[config.mk]
export PLATFORM = sky130hd
export DESIGN_NAME = calc_display
export DESIGN_NICKNAME = d
export VERILOG_FILES = /design/src/rtl/calc_display.sv
export SDC_FILE = /design/constraint.sdc
export NUM_CORES = 1
export LEC_CHECK = 0
export CAP_MARGIN = 20
export CORE_UTILIZATION = 40
export DETAILED_ROUTE_END_ITERATION = 8
export GPL_TIMING_DRIVEN = 0
export SYNTH_ARGS = -nofsm -noshare
export SYNTH_HDL_FRONTEND = slang
export SYNTH_SLANG_ARGS = --single-unit
[constraint.sdc]
create_clock -name clock -period 6.51 [get_ports clock]
set_input_delay 1.302 -clock clock [delete_from_list [all_inputs] [get_ports clock]]
set_output_delay 1.302 -clock clock [all_outputs]
set_load 0.01 [all_outputs]
[src/rtl/calc_display.sv]
// calc_display: converts a 27-bit binary value to BCD with a serial
// double-dabble engine and drives a multiplexed 8-digit 7-segment display.
// Values above 99_999_999 are shown as eight dashes and flagged on ovf.
module calc_display #(
    parameter int SCAN_DIV   = 100000,
    parameter bit ACTIVE_LOW = 1'b1
) (
    input  logic        clock,
    input  logic        reset,
    input  logic [26:0] value,
    input  logic        load,
    output logic        busy,
    output logic        done,
    output logic        ovf,
    output logic [7:0]  an,
    output logic [6:0]  seg
);

    localparam int PW = $clog2(SCAN_DIV);
    localparam logic [PW-1:0] PRESC_MAX = PW'(SCAN_DIV - 1);
    localparam logic [26:0] MAX_SHOWN = 27'd99_999_999;

    typedef enum logic [1:0] {
        IDLE   = 2'd0,
        CONV   = 2'd1,
        COMMIT = 2'd2
    } state_t;

    state_t         state_q, state_d;
    logic [26:0]    shreg_q, shreg_d;
    logic [31:0]    bcd_q, bcd_d;
    logic [4:0]     cnt_q, cnt_d;
    logic           ovf_pend_q, ovf_pend_d;
    logic           pend_v_q, pend_v_d;
    logic [26:0]    pend_val_q, pend_val_d;
    logic           busy_q, busy_d;
    logic           done_q, done_d;
    logic [31:0]    disp_bcd_q, disp_bcd_d;
    logic           disp_ovf_q, disp_ovf_d;
    logic [PW-1:0]  presc_q, presc_d;
    logic [2:0]     scan_q, scan_d;
    logic [7:0]     an_q, an_d;
    logic [6:0]     seg_q, seg_d;

    // Add 3 to every BCD nibble of 5 or more before the next shift.
    function automatic logic [31:0] dabble_adjust(input logic [31:0] b);
        logic [31:0] r;
        logic [3:0]  nib;
        r = b;
        for (int i = 0; i < 8; i++) begin
            nib = b[4*i +: 4];
            r[4*i +: 4] = (nib >= 4'd5) ? (nib + 4'd3) : nib;
        end
        return r;
    endfunction

    // Active-high segment pattern {g,f,e,d,c,b,a}; non-decimal nibbles blank.
    function automatic logic [6:0] seg7(input logic [3:0] nib);
        logic [6:0] s;
        case (nib)
            4'd0:    s = 7'h3F;
            4'd1:    s = 7'h06;
            4'd2:    s = 7'h5B;
            4'd3:    s = 7'h4F;
            4'd4:    s = 7'h66;
            4'd5:    s = 7'h6D;
            4'd6:    s = 7'h7D;
            4'd7:    s = 7'h07;
            4'd8:    s = 7'h7F;
            4'd9:    s = 7'h6F;
            default: s = 7'h00;
        endcase
        return s;
    endfunction

    // Conversion FSM, one-deep request holding and display-register update.
    always_comb begin
        state_d    = state_q;
        shreg_d    = shreg_q;
        bcd_d      = bcd_q;
        cnt_d      = cnt_q;
        ovf_pend_d = ovf_pend_q;
        pend_v_d   = pend_v_q;
        pend_val_d = pend_val_q;
        disp_bcd_d = disp_bcd_q;
        disp_ovf_d = disp_ovf_q;
        done_d     = 1'b0;
        case (state_q)
            IDLE: begin
                if (load) begin
                    shreg_d = value;
                    bcd_d   = 32'd0;
                    cnt_d   = 5'd0;
                    state_d = CONV;
                end else begin
                    state_d = IDLE;
                end
            end
            CONV: begin
                if (load) begin
                    pend_v_d   = 1'b1;
                    pend_val_d = value;
                end else begin
                    pend_v_d   = pend_v_q;
                end
                if (cnt_q == 5'd0) begin
                    ovf_pend_d = (shreg_q > MAX_SHOWN);
                end else begin
                    ovf_pend_d = ovf_pend_q;
                end
                bcd_d   = {dabble_adjust(bcd_q)[30:0], shreg_q[26]};
                shreg_d = {shreg_q[25:0], 1'b0};
                cnt_d   = cnt_q + 5'd1;
                if (cnt_q == 5'd26) begin
                    state_d = COMMIT;
                end else begin
                    state_d = CONV;
                end
            end
            COMMIT: begin
                disp_bcd_d = ovf_pend_q ? 32'd0 : bcd_q;
                disp_ovf_d = ovf_pend_q;
                done_d     = 1'b1;
                bcd_d      = 32'd0;
                cnt_d      = 5'd0;
                pend_v_d   = 1'b0;
                // A load arriving now is newer than any held request.
                if (load) begin
                    shreg_d = value;
                    state_d = CONV;
                end else if (pend_v_q) begin
                    shreg_d = pend_val_q;
                    state_d = CONV;
                end else begin
                    state_d = IDLE;
                end
            end
            default: begin
                state_d = IDLE;
            end
        endcase
        busy_d = (state_d != IDLE);
    end

    // Digit scan prescaler and next an/seg pins computed from next display state.
    always_comb begin
        logic        tick;
        logic [3:0]  nib;
        logic        show;
        logic [7:0]  an_hi;
        logic [6:0]  seg_hi;
        tick    = (presc_q == PRESC_MAX);
        presc_d = tick ? {PW{1'b0}} : (presc_q + {{(PW-1){1'b0}}, 1'b1});
        scan_d  = tick ? (scan_q + 3'd1) : scan_q;
        nib     = disp_bcd_d[{scan_d, 2'b00} +: 4];
        show    = (scan_d == 3'd0) || ((disp_bcd_d >> {scan_d, 2'b00}) != 32'd0);
        an_hi   = 8'b0000_0001 << scan_d;
        if (disp_ovf_d) begin
            seg_hi = 7'h40;
        end else if (show) begin
            seg_hi = seg7(nib);
        end else begin
            seg_hi = 7'h00;
        end
        an_d  = ACTIVE_LOW ? ~an_hi : an_hi;
        seg_d = ACTIVE_LOW ? ~seg_hi : seg_hi;
    end

    // State and output registers; reset shows a single "0" on digit 0.
    always_ff @(posedge clock or posedge reset) begin
        if (reset) begin
            state_q    <= IDLE;
            shreg_q    <= 27'd0;
            bcd_q      <= 32'd0;
            cnt_q      <= 5'd0;
            ovf_pend_q <= 1'b0;
            pend_v_q   <= 1'b0;
            pend_val_q <= 27'd0;
            busy_q     <= 1'b0;
            done_q     <= 1'b0;
            disp_bcd_q <= 32'd0;
            disp_ovf_q <= 1'b0;
            presc_q    <= {PW{1'b0}};
            scan_q     <= 3'd0;
            an_q       <= ACTIVE_LOW ? 8'hFE : 8'h01;
            seg_q      <= ACTIVE_LOW ? 7'h40 : 7'h3F;
        end else begin
            state_q    <= state_d;
            shreg_q    <= shreg_d;
            bcd_q      <= bcd_d;
            cnt_q      <= cnt_d;
            ovf_pend_q <= ovf_pend_d;
            pend_v_q   <= pend_v_d;
            pend_val_q <= pend_val_d;
            busy_q     <= busy_d;
            done_q     <= done_d;
            disp_bcd_q <= disp_bcd_d;
            disp_ovf_q <= disp_ovf_d;
            presc_q    <= presc_d;
            scan_q     <= scan_d;
            an_q       <= an_d;
            seg_q      <= seg_d;
        end
    end

    assign busy = busy_q;
    assign done = done_q;
    assign ovf  = disp_ovf_q;
    assign an   = an_q;
    assign seg  = seg_q;

endmodule

; Yosys cells after proc, flatten, opt, wreduce, memory -nomap -nowiden
; Memories as Yosys holds them, arrays and structs flattened.
; Index checks and enable logic that the tools add are counted.
; Widths: inputs -> output; s select.
[totals]
regBits = 165
rom_bits = 112
output_inout_bits = 18
word_cells = 92
n_memories = 1
[op_classes]
add_sub_neg = 11
order_cmp = 9
n_eq_ne = 7
n_shift = 3
n_mux = 31
bitwise = 2
reduce_logical = 13
[mem_list]
columns = memory, words, word_bits, rd, rd_clocked_by_memory_dff, wr, line
row1 = (name not given), 16, 7, 1, 0, 0, 60  ; case (nib)
[ops]
columns = cell, n
row1 = $mux 32, 3
row2 = $pmux 32 s3, 1
row3 = $mux 27, 3
row4 = $pmux 27 s3, 1
row5 = $ge 4x3->1 const B, 8
row6 = $reduce_bool 32->1, 1
row7 = $shiftx 32x6->4, 1
row8 = $shr 32x5->32, 1
row9 = $add 4x2->4 const B, 7
row10 = $mux 4, 7
row11 = $gt 27x27->1 const B, 1
row12 = $add 17x1->17 const B, 1
row13 = $eq 17x17->1 const B, 1
row14 = $mux 17, 1
row15 = $pmux 5 s3, 1
row16 = $mux 7, 2
row17 = $not 8->8, 1
row18 = $reduce_and 2->1, 4
row19 = $shl 1x3->8 const A, 1
row20 = $not 7->7, 1
row21 = $mux 1, 6
row22 = $mux 3, 2
row23 = $pmux 2 s3, 1
row24 = $add 5x1->5 const B, 1
row25 = other kinds (17), 19

; Depth between registers and ports, before layout
; Gate-level depths: netlist of run 1.
[depth]
ltp_word = 8
depth_mapped = 15

; Worst setup path after synthesis of run 1
; No wires, ideal clock.
[synth_path]
path_type = reg-to-reg
from = register scan_q[0]
to = register seg_q[6], in the netlist seg[6]
setup_ns = 0.091
arrival_time_ns = 3.084
required_time_ns = 6.419
slack_ns = 3.335
path_stages_with_launch = 11
path_buffers = 1
path_cell_list = dfrtp_1 > ha_1 > buf_4 > inv_2 > mux4_2 > mux4_2 > a21boi_0 > a221oi_4 > and3b_1 > a211o_1 > o31ai_1
[synth_between]
elab_chain_len = 8
[synth_lines]
columns = item, line
row1 = "start, declared", 41  ; logic [2:0] scan_q, scan_d;
row2 = "start signal, assigned", 200  ; scan_q <= scan_d;
row3 = $add 3x1->3, 154  ; scan_d = tick ? (scan_q + 3'd1) : scan_q;
row4 = $mux 3 *, 154
row5 = "parallel branches: the longest is 3 deep, another holds $mem_v2 16x7", --
row6 = $mux 7 *, 160  ; end else if (show) begin
row7 = $mux 7 *, 158  ; if (disp_ovf_d) begin
row8 = $not 7->7 *, 166  ; seg_d = ACTIVE_LOW ? ~seg_hi : seg_hi;
row9 = via seg_d[6], 43  ; logic [6:0] seg_q, seg_d;
row10 = "end signal, assigned", 186  ; seg_q <= ACTIVE_LOW ? 7'h40 : 7'h3F;
row11 = "end signal, assigned", 202  ; seg_q <= seg_d;
row12 = "end, declared", 43
; Mark *: on every way through the listed nets, which the timed path passes.
; A chain may end at the register's enable or synchronous reset.

; Worst setup path in the final report of run 1
[layout_path]
from = register state_q[0]
to = register seg_q[0], in the netlist seg[0]
[layout_between]
elab_chain_len = 8
[layout_lines]
columns = item, line
row1 = "start, declared", 29  ; state_t state_q, state_d;
row2 = "start signal, assigned", 188  ; state_q <= state_d;
row3 = $eq 2x2->1 *, 88  ; case (state_q)
row4 = "parallel branches: the longest is 5 deep, another holds $mem_v2 16x7", --
row5 = $mux 7 *, 158
row6 = $not 7->7 *, 166
row7 = via seg_d[0], 43
; Marks and branches as above.

==> flow_summary.yaml, run 1 <==
run_status:
  status: "finished, final reports clean"
die:
  die_w_um: 150
  num_rows: 53
  initial_core_util_pct: 41.3
  dieHeight_um: 150
  design.core.area_mm2: 0.0212
  dieArea_mm2: 0.0225
  num_io_pins: 48
route:
  route.detailed.drc: 0
  ant_nets: 0
  drtPass1Iterations: 5
  wire_per_inst_um: 17.7
  drt_iter0_markers: 466
  wl_um: 21200
  vias: 6743
  viasPerCell: 5.63
timing:
  slew_headroom_pct: 45.9
  tightest_slew_ns: 0.809
  rsz0062_at_grt: "no"
  post-route-min-period_ns: 4.00
  max_freq_ghz: 0.250
  hold_viol_final: 0
  final.period_utilization_pct: 61.5
  fin_worst_skew_ns: 0.0136
  slew_violations: 0
  setup_viol: 0
worst_setup_path:
  cpPeakStageDelay_ns: 0.66
  worstPathArrival_ns: 4.37
  crit_path_start_kind: "register"
  crit_slowest_cell: "o32ai_1"
  critical_path_required_ns: 6.87
  cp_top_family: "compound AO/OA/AOI/OAI gates"
  critical_path_buf_inv_count: 3
  worst_setup_path_end_kind: "register"
  cp_common_cell: "ha_1"
  crit_fanout: 10
  critical_path.cell_chain: "inv_1 > ha_1 > buf_1 > clkbuf_1 > mux4_2 > a32oi_1 > nand3_1 > o32ai_1 > ha_1 > nand4_1 > o21bai_2 > o21bai_1"
  critical_path_class: "reg -> reg"
placement:
  gp_congestion: 0.844
  place_area_mm2: 0.00960
  io_buffers: 46
  dp_hpwl_um: 15200
cts:
  htree_levels: 4
  cts_buffers: 17
  cts.clk_slew.worst_paths_ns: 0.07
  cts_tree: "yes"
  postCtsSetupBuffers: 0
  root_buffer: "clkbuf_16"
  numClockSinks: 165
  clockBufferDepth: 2
  cts_hold_buf: 0
  insertion_delay_ns: 0.44
  cts_resized: 0
synth:
  async_flop_share_pct: 100
  synth_ff_type: "dfrtp_1"
  seq_area_frac_synth_pct: 47.3
  synth_edf_count: 0
  synth_area_mm2: 0.00876
  synth_cells: 842
  yosys_warnings: 0
  syn-num-nets: 903
  ys_types: 67
  syn_area_per_cell_um2: 10.4
  synth_seq_cells: 165
global_route:
  overflow: 0
  grt_pass1_wl_um: 35500
  grt_pass1_vias: 6651
  antenna_found_initial: 0
  track_usage_pct: 20.4
  grt_max_degree: 117
finish:
  nNetsFinal: 970
  syn2layout_area_growth_pct: 16.4
  n_antenna_cell: 0
  multiInputGateArea_mm2: 0.00419
  drive_above_1_share_pct: 11.6
  fillCellCount: 2009
  finalInstanceArea_mm2: 0.0102
  seq_area_mm2: 0.00414
hold_path:
  hold_path.class: "reg -> reg"
power_and_ir_drop:
  power_density_mw_per_mm2: 391
  p_leak_nw: 4.43
  ir_drop_mv: 0.166
  p_total_mw: 3.99
flow_run:
  drv_cap: 0
## kinds of logic after synthesis
logic type      count (synthesis)  synth area share (%)
simple gates                  203                  12.0
xor+xnor                       24                  2.61
mux                            61                  9.16
buf+inv                       105                  4.84
fa+ha+maj                      31                  4.43
flops                         165                  47.3
compound gates                253                  19.7
## cell type report
class                           count  share of cell area, %
Buffer                             45                   1.93
Timing Repair Buffer               48                   4.86
Tap cell                          275                   3.38
Multi-Input combinational cell    572                   41.1
Sequential cell                   165                   40.6
Inverter                           60                   2.31
Clock inverter                     15                   1.60
Clock buffer                       17                   4.17
## synth_stat cells (all sizes together), types with 5 or more instances
cell type / n / area [um2]
a22o: 34 / 298
nor2: 23 / 86.3
a22oi: 35 / 263
clkbuf: 33 / 125
buf: 12 / 71.3
a211oi: 6 / 45.0
a222oi: 6 / 60.1
o22ai: 17 / 106
a21o: 5 / 37.5
xnor2: 18 / 176
a31oi: 12 / 75.1
ha: 31 / 388
nor2b: 15 / 93.8
or3: 5 / 31.3
o21ai: 74 / 370
nand4: 9 / 56.3
a21oi: 31 / 155
xor2: 6 / 52.6
dfstp: 8 / 210
o32ai: 8 / 77.6
nand2: 81 / 304
nor3b: 12 / 90.1
inv: 59 / 224
nand2b: 12 / 75.1
nand3: 18 / 90.1
and4: 5 / 46.3
mux4: 12 / 270
mux2i: 19 / 190
mux2: 30 / 342
dfrtp: 157 / 3930
## where the power goes
part           leakage [nW]  switching (mW)  internal [mW]
sequential             2.11           0.240           1.32
clock                 0.281           0.467          0.544
combinational          2.04           0.778          0.641
## layout by cell type (no fill, tap or decap), types with 8 or more instances in the layout
cell and n:
nand2_1 81, dfstp_2 8, nor3b_1 12, nor2_1 23, a22o_1 34, mux4_2 12
nor2b_1 15, o22ai_1 17, a21oi_1 31, mux2_2 29, xnor2_1 17, a31oi_1 12
clkbuf_1 32, a22oi_1 35, clkbuf_16 17, nand4_1 9, dfrtp_1 157, nand2b_1 12
inv_1 55, mux2i_1 19, ha_1 31, clkdlybuf4s50_1 46, nand3_1 18, o21ai_0 73
## stage by stage
stage                     std cells  hold WS, ns  TNS (ns)  setup WS [ns]  utilization, %
final                          1197        0.489         0           2.51            48.0
after global routing           1197        0.514         0           2.11            48.0
after CTS                      1197        0.488         0           2.46            48.0
after detailed placement       1165        0.477         0           2.49            45.3
after global placement         1163        0.470   -268.32          -1.72            45.1
after floorplan                 842        0.448         0          0.760               -
## worst reg2reg max path, cell delays in order, from the launching register on
cell and delay, ns:
dfrtp_1 0.42, inv_1 0.09, ha_1 0.25, buf_1 0.46, clkbuf_1 0.48, mux4_2 0.39, a32oi_1 0.21, nand3_1 0.10
o32ai_1 0.66, ha_1 0.31, nand4_1 0.15, o21bai_2 0.28, o21bai_1 0.14
## registers in the layout, summed over array words and instances, names as in the netlist, 2 cells and up
| signal | flops |
|---|---|
| an | 8 |
| bcd_q | 32 |
| cnt_q | 5 |
| disp_bcd_q | 32 |
| pend_val_q | 27 |
| presc_q | 17 |
| scan_q | 3 |
| seg | 7 |
| shreg_q | 27 |
| state_q | 2 |
## routing by layer
layer,wire [um],vias to the layer above,global-route usage (%)
met4,194,0,5.66
met5,0,-,0
li1,-,3222,-
met3,722,19,3.38
met2,9620,145,30.8
met1,10700,3357,29.9
## final timing paths
path,start,end,slack [ns],cells after the start
hold / removal,presc_q[0],presc_q[0],0.49,1
setup reg to reg,state_q[0],seg[0],2.51,12
max in group asynchronous,reset,disp_bcd_q[8],4.34,3
setup / recovery,state_q[0],seg[0],2.51,12
min in group asynchronous,reset,disp_bcd_q[27],1.27,2
hold reg to reg,presc_q[0],presc_q[0],0.49,1
(Power assumes the default switching activity.)
==> inputs of run 2 (changes only) <==
==> constraint.sdc (replaced) <==
create_clock -name clock -period 3.82 [get_ports clock]
set_input_delay 0.764 -clock clock [delete_from_list [all_inputs] [get_ports clock]]
set_output_delay 0.764 -clock clock [all_outputs]
set_load 0.01 [all_outputs]
==> run 2 against run 1 <==
Clock skew decreased by 0.0015 ns. Non-clock buffer count up 2. Setup slack worse by 2.2 ns. Highest routed layer unchanged. First-iteration DRC count is 2.8% higher. Combinational power up 74%. Global-route usage increased by 0.24 points. Flip-flop and latch count is the same. Sequential share of layout area decreased by 0.53 points. Power is 75% higher. Critical path type unchanged. Fmax up 14%. Via count is 0.58% lower.
==> flow_summary.yaml, run 2 (synthesis gave the netlist of run 1 again) <==
run_status:
  status: "finished, final reports clean"
finish:
  utilization_pct: 48.7
  fillCellCount: 1960
  reg_top3: "bcd_q: 32 flops, disp_bcd_q: 32 flops"
  nNetsFinal: 972
  n_antenna_cell: 0
  layout_common_cells: "dfrtp_1 (157), nand2_1 (81), o21ai_0 (73)"
  drive_above_1_share_pct: 12.7
  mostFrequentLayoutCell: "dfrtp_1"
  syn2layout_area_growth_pct: 17.9
worst_setup_path:
  critical_path_buf_inv_count: 4
  startpoint: "state_q[0]"
  r2r-start: "state_q[0]"
  worst_setup_path_end_kind: "register"
  critical_path_required_ns: 4.17
  cp_top_family: "compound AO/OA/AOI/OAI gates"
  cpPeakStageDelay_ns: 0.55
  crit_path_start_kind: "register"
  critical_path.cell_chain: "inv_1 > ha_1 > nor2b_1 > buf_2 > buf_2 > a22oi_1 > inv_1 > nor4_1 > a21oi_1 > o32ai_1 > nand4_1 > o21bai_2 > o21bai_1"
  worstPathArrival_ns: 3.86
  crit_slowest_cell: "nor4_1"
  crit_fanout: 10
  critical_path_class: "reg -> reg"
route:
  ant_nets: 0
  drtPass1Iterations: 5
  route.detailed.drc: 0
  vias: 6704
  viasPerCell: 5.59
  wire_per_inst_um: 17.9
  drt_iter0_markers: 479
  wl_um: 21500
global_route:
  track_usage_pct: 20.6
  grt_pass1_vias: 6728
  antenna_found_initial: 0
  grt_pass1_wl_um: 36000
  overflow: 0
  grt_max_degree: 41
timing:
  post-route-min-period_ns: 3.51
  tightest_slew_ns: 0.836
  slew_headroom_pct: 44.1
  fin_worst_skew_ns: 0.0121
  hold_slack_ns: 0.480
  slew_violations: 0
  rsz0062_at_grt: "no"
  max_freq_ghz: 0.285
  hold_viol_final: 0
  final.period_utilization_pct: 91.9
  setup_ws_ns: 0.310
  setup_viol: 0
die:
  dieHeight_um: 150
  die_w_um: 150
  design.core.area_mm2: 0.0212
  initial_core_util_pct: 41.3
  dieArea_mm2: 0.0225
  num_io_pins: 48
  num_rows: 53
power_and_ir_drop:
  power_density_mw_per_mm2: 675
  p_sw_share_pct: 36.6
  p_int_mw: 4.42
  ir_drop_mv: 0.326
  combPwrFrac_pct: 35.4
  power_switching_mw: 2.55
  p_leak_nw: 4.49
  clock_power_share_pct: 26.5
  p_seq_share_pct: 38.1
cts:
  cts.clk_slew.worst_paths_ns: 0.07
  clockBufferDepth: 2
  root_buffer: "clkbuf_16"
  cts_tree: "yes"
  htree_levels: 4
  cts_buffers: 17
  insertion_delay_ns: 0.43
  numClockSinks: 165
hold_path:
  hold_path.class: "reg -> reg"
  worstHoldStart: "presc_q[0]"
placement:
  io_buffers: 46
  gp_congestion: 0.857
  pre_cts_ws_ns: -0.239
  dp_hpwl_um: 15400
flow_run:
  drv_cap: 0
==> run 2: routing by layer <==
layer | global-route usage (%) | vias to the layer above | routed length (um) | share of wire [%]
met5 | 0 | - | 0 | 0
met4 | 4.14 | 0 | 149 | 0.69
met3 | 4.02 | 11 | 858 | 4.0
met2 | 31.6 | 134 | 9840 | 46
met1 | 30.1 | 3326 | 10600 | 49
li1 | - | 3233 | - | -
==> run 2: final cells by class <==
type / instances / area, um2 / share of cell area, %
multi-input cells: 572 / 4240 / 41.0
flip-flops and latches: 165 / 4140 / 40.1
repair buffers: 51 / 548 / 5.31
clock buffers: 17 / 425 / 4.12
well taps: 275 / 344 / 3.33
inverters: 60 / 231 / 2.24
clock inverters: 15 / 206 / 2.00
plain buffers: 44 / 196 / 1.90
==> run 2: timing repair <==
item	CTS	global route
resized for setup	2	7
pin swaps	0	0
setup buffers	0	0
setup endpoints to repair	7	7
hold buffers	0	0
==> run 2: through the flow <==
stage	instances	instance area [um2]	setup TNS, ns	power (mW)
2_1_floorplan	842	8760	0	4.34
3_3_place_gp	1163	9570	-88.77	5.04
3_5_place_dp	1168	9650	-1.47	5.10
4_1_cts	1200	10300	0	6.98
5_1_grt	1199	10300	0	7.45
6_report	1199	10300	0	6.97
==> run 2: power by group through the flow <==
| stage | Combinational (mW) | Clock (mW) | Sequential, mW |
|---|---|---|---|
| final | 2.47 | 1.85 | 2.66 |
| after global routing | 2.77 | 1.96 | 2.72 |
| after CTS | 2.44 | 1.89 | 2.65 |
| after detailed placement | 2.42 | 0 | 2.68 |
| after global placement | 2.37 | 0 | 2.67 |
| after floorplan | 1.78 | 0 | 2.56 |
==> run 2: worst register-to-register path: cells and delay by family, from the launching register on <==
family / cells / cell delay (ns)
DFF: 1 / 0.40
adders and majority gates: 1 / 0.27
and+or+nand+nor: 3 / 0.90
AOI/OAI and AO/OA: 5 / 1.26
buffers and inverters: 4 / 0.62
==> run 2: final timing paths <==
path / end / slack (ns) / cells after the start
hold reg to reg: presc_q[0] / 0.48 / 1
min in group asynchronous: bcd_q[25] / 0.85 / 2
max in group asynchronous: an[7] / 2.29 / 3
hold / removal: presc_q[0] / 0.48 / 1
setup reg to reg: seg[0] / 0.31 / 13
setup / recovery: seg[0] / 0.31 / 13
==> inputs of run 3 (changes only) <==
--- a/config.mk
+++ b/config.mk
@@ -8,7 +8,7 @@
 export CAP_MARGIN = 20
 export CORE_UTILIZATION = 40
 export DETAILED_ROUTE_END_ITERATION = 8
-export GPL_TIMING_DRIVEN = 0
+export REMOVE_ABC_BUFFERS = 1
 export SYNTH_ARGS = -nofsm -noshare
 export SYNTH_HDL_FRONTEND = slang
 export SYNTH_SLANG_ARGS = --single-unit
==> constraint.sdc (replaced) <==
create_clock -name clock -period 4.1 [get_ports clock]
set_input_delay 0.82 -clock clock [delete_from_list [all_inputs] [get_ports clock]]
set_output_delay 0.82 -clock clock [all_outputs]
set_load 0.01 [all_outputs]
==> run 3 against run 2 <==
Clock skew up 0.0039 ns. Hold slack got worse by 0.00081 ns. Highest routed layer unchanged. Global-route usage fell by 2.1 points. Sequential share of layout area up 0.62 points. Critical path depth is the same.
==> flow_summary.yaml, run 3 (synthesis gave the netlist of run 1 again) <==
finish:
  reg_top3: "bcd_q: 32 flops, disp_bcd_q: 32 flops"
  final-instance-count-excl-fill: 1172
  nNetsFinal: 945
  drive_above_1_share_pct: 13.3
  n_antenna_cell: 0
  syn2layout_area_growth_pct: 16.1
  mostFrequentLayoutCell: "dfrtp_1"
  fillCellCount: 1993
  layout_common_cells: "dfrtp_1 (157), nand2_1 (81), o21ai_0 (73)"
global_route:
  grt_pass1_vias: 6350
  grt_pass1_wl_um: 32900
  track_usage_pct: 18.5
  overflow: 0
  antenna_found_initial: 0
  grt_max_degree: 86
route:
  wl_um: 19200
  viasPerCell: 5.56
  route.detailed.drc: 0
  wire_per_inst_um: 16.4
  ant_nets: 0
  vias: 6521
  drt_iter0_markers: 404
  drtPass1Iterations: 5
placement:
  gp_congestion: 0.819
  io_buffers: 47
  placed_cells: 1140
  dp_hpwl_um: 13200
timing:
  final.setup.tns_ns: 0
  slew_violations: 0
  setup_viol: 0
  final.period_utilization_pct: 86.3
  slew_headroom_pct: 42.7
  rsz0062_at_grt: "no"
  fin_worst_skew_ns: 0.0159
  hold_viol_final: 0
  post-route-min-period_ns: 3.54
  max_freq_ghz: 0.283
  tightest_slew_ns: 0.856
worst_setup_path:
  startpoint: "state_q[0]"
  r2r_cells: 13
  worst_setup_path_end_kind: "register"
  worstPathArrival_ns: 3.89
  cp-endpoint: "seg[0]"
  r2r-start: "state_q[0]"
  crit_fanout: 27
  rrSetupSlack_ns: 0.56
  critical_path_class: "reg -> reg"
  critical_path_required_ns: 4.45
  crit_path_start_kind: "register"
  r2r_end: "seg[0]"
cts:
  cts_buffers: 17
  insertion_delay_ns: 0.43
  cts_hold_buf: 0
  cts_tree: "yes"
  clockBufferDepth: 2
  htree_levels: 4
  cts_resized: 0
  root_buffer: "clkbuf_16"
  cts.clk_slew.worst_paths_ns: 0.07
  numClockSinks: 165
  postCtsSetupBuffers: 0
power_and_ir_drop:
  p_sw_share_pct: 37.1
  combPwrFrac_pct: 34.9
  p_leak_nw: 4.45
  clock_power_share_pct: 25.8
  p_int_mw: 3.94
  ir_drop_mv: 0.255
  power_switching_mw: 2.33
  power_density_mw_per_mm2: 616
  p_seq_share_pct: 39.3
die:
  dieHeight_um: 150
  num_io_pins: 48
  die_w_um: 150
  initial_core_util_pct: 41.3
  dieArea_mm2: 0.0225
  design.core.area_mm2: 0.0212
  num_rows: 53
run_status:
  status: "finished, final reports clean"
hold_path:
  hold_path.class: "reg -> reg"
flow_run:
  drv_cap: 0
## run 3: cell types whose count changed in the layout (fill, tap and decap cells not counted), sizes merged
cell	change
clkinvlp	-2
buf	+6
clkbuf	-34
inv	+3
clkdlybuf4s50	+1
bufinv	-3
clkinv	+2
## run 3: per-layer routing
layer	wire, um	track usage [%]
met2	9000	29.9
met4	259	5.20
met5	0	0
met3	673	3.41
met1	9320	25.4
## run 3: cell type report
cell class / count / area [um2] / area share (%)
tap: 275 / 344 / 3.38
clock buffer: 17 / 425 / 4.18
clock inverter: 15 / 174 / 1.71
multi-input combinational: 572 / 4210 / 41.4
inverter: 60 / 233 / 2.29
timing repair buffer: 68 / 641 / 6.30
sequential: 165 / 4140 / 40.7
## run 3: metrics by stage
step | hold WS [ns] | area, um2 | total power [mW] | utilization [%] | setup slack, ns
floorplan | 0.448 | 8560 | 4.01 | - | -1.17
global placement | 0.462 | 9570 | 4.65 | 45.1 | 0.658
detailed placement | 0.470 | 9570 | 4.69 | 45.1 | 0.561
CTS | 0.480 | 10200 | 6.32 | 47.9 | 0.558
global route | 0.511 | 10200 | 6.74 | 47.9 | 0.209
finish | 0.479 | 10200 | 6.27 | 47.9 | 0.563
## run 3: worst min path at each step
stage / cells past startpoint / end / start
floorplan: 1 / presc_q[0] / presc_q[0]
global placement: 1 / presc_q[0] / presc_q[0]
detailed placement: 1 / presc_q[0] / presc_q[0]
CTS: 1 / presc_q[0] / presc_q[0]
global route: 1 / presc_q[4] / presc_q[4]
finish: 1 / presc_q[0] / presc_q[0]
## run 3: critical path, stage by stage, from the launching register on
cell      delay (ns)
dfrtp_1         0.40
inv_1           0.08
ha_1            0.19
buf_4           0.18
nor2b_2         0.16
buf_4           0.24
a22oi_1         0.35
mux2i_1         0.13
mux4_2          0.50
o32ai_1         0.36
ha_1            0.31
nand4_1         0.14
o21bai_2        0.27
o21bai_1        0.14
## run 3: power groups by stage
stage                     combinational [mW]  sequential (mW)  clock [mW]
final                                   2.19             2.47        1.62
after global routing                    2.49             2.53        1.72
after CTS                               2.20             2.47        1.65
after detailed placement                2.19             2.49           0
after global placement                  2.16             2.49           0
after floorplan                         1.62             2.39           0
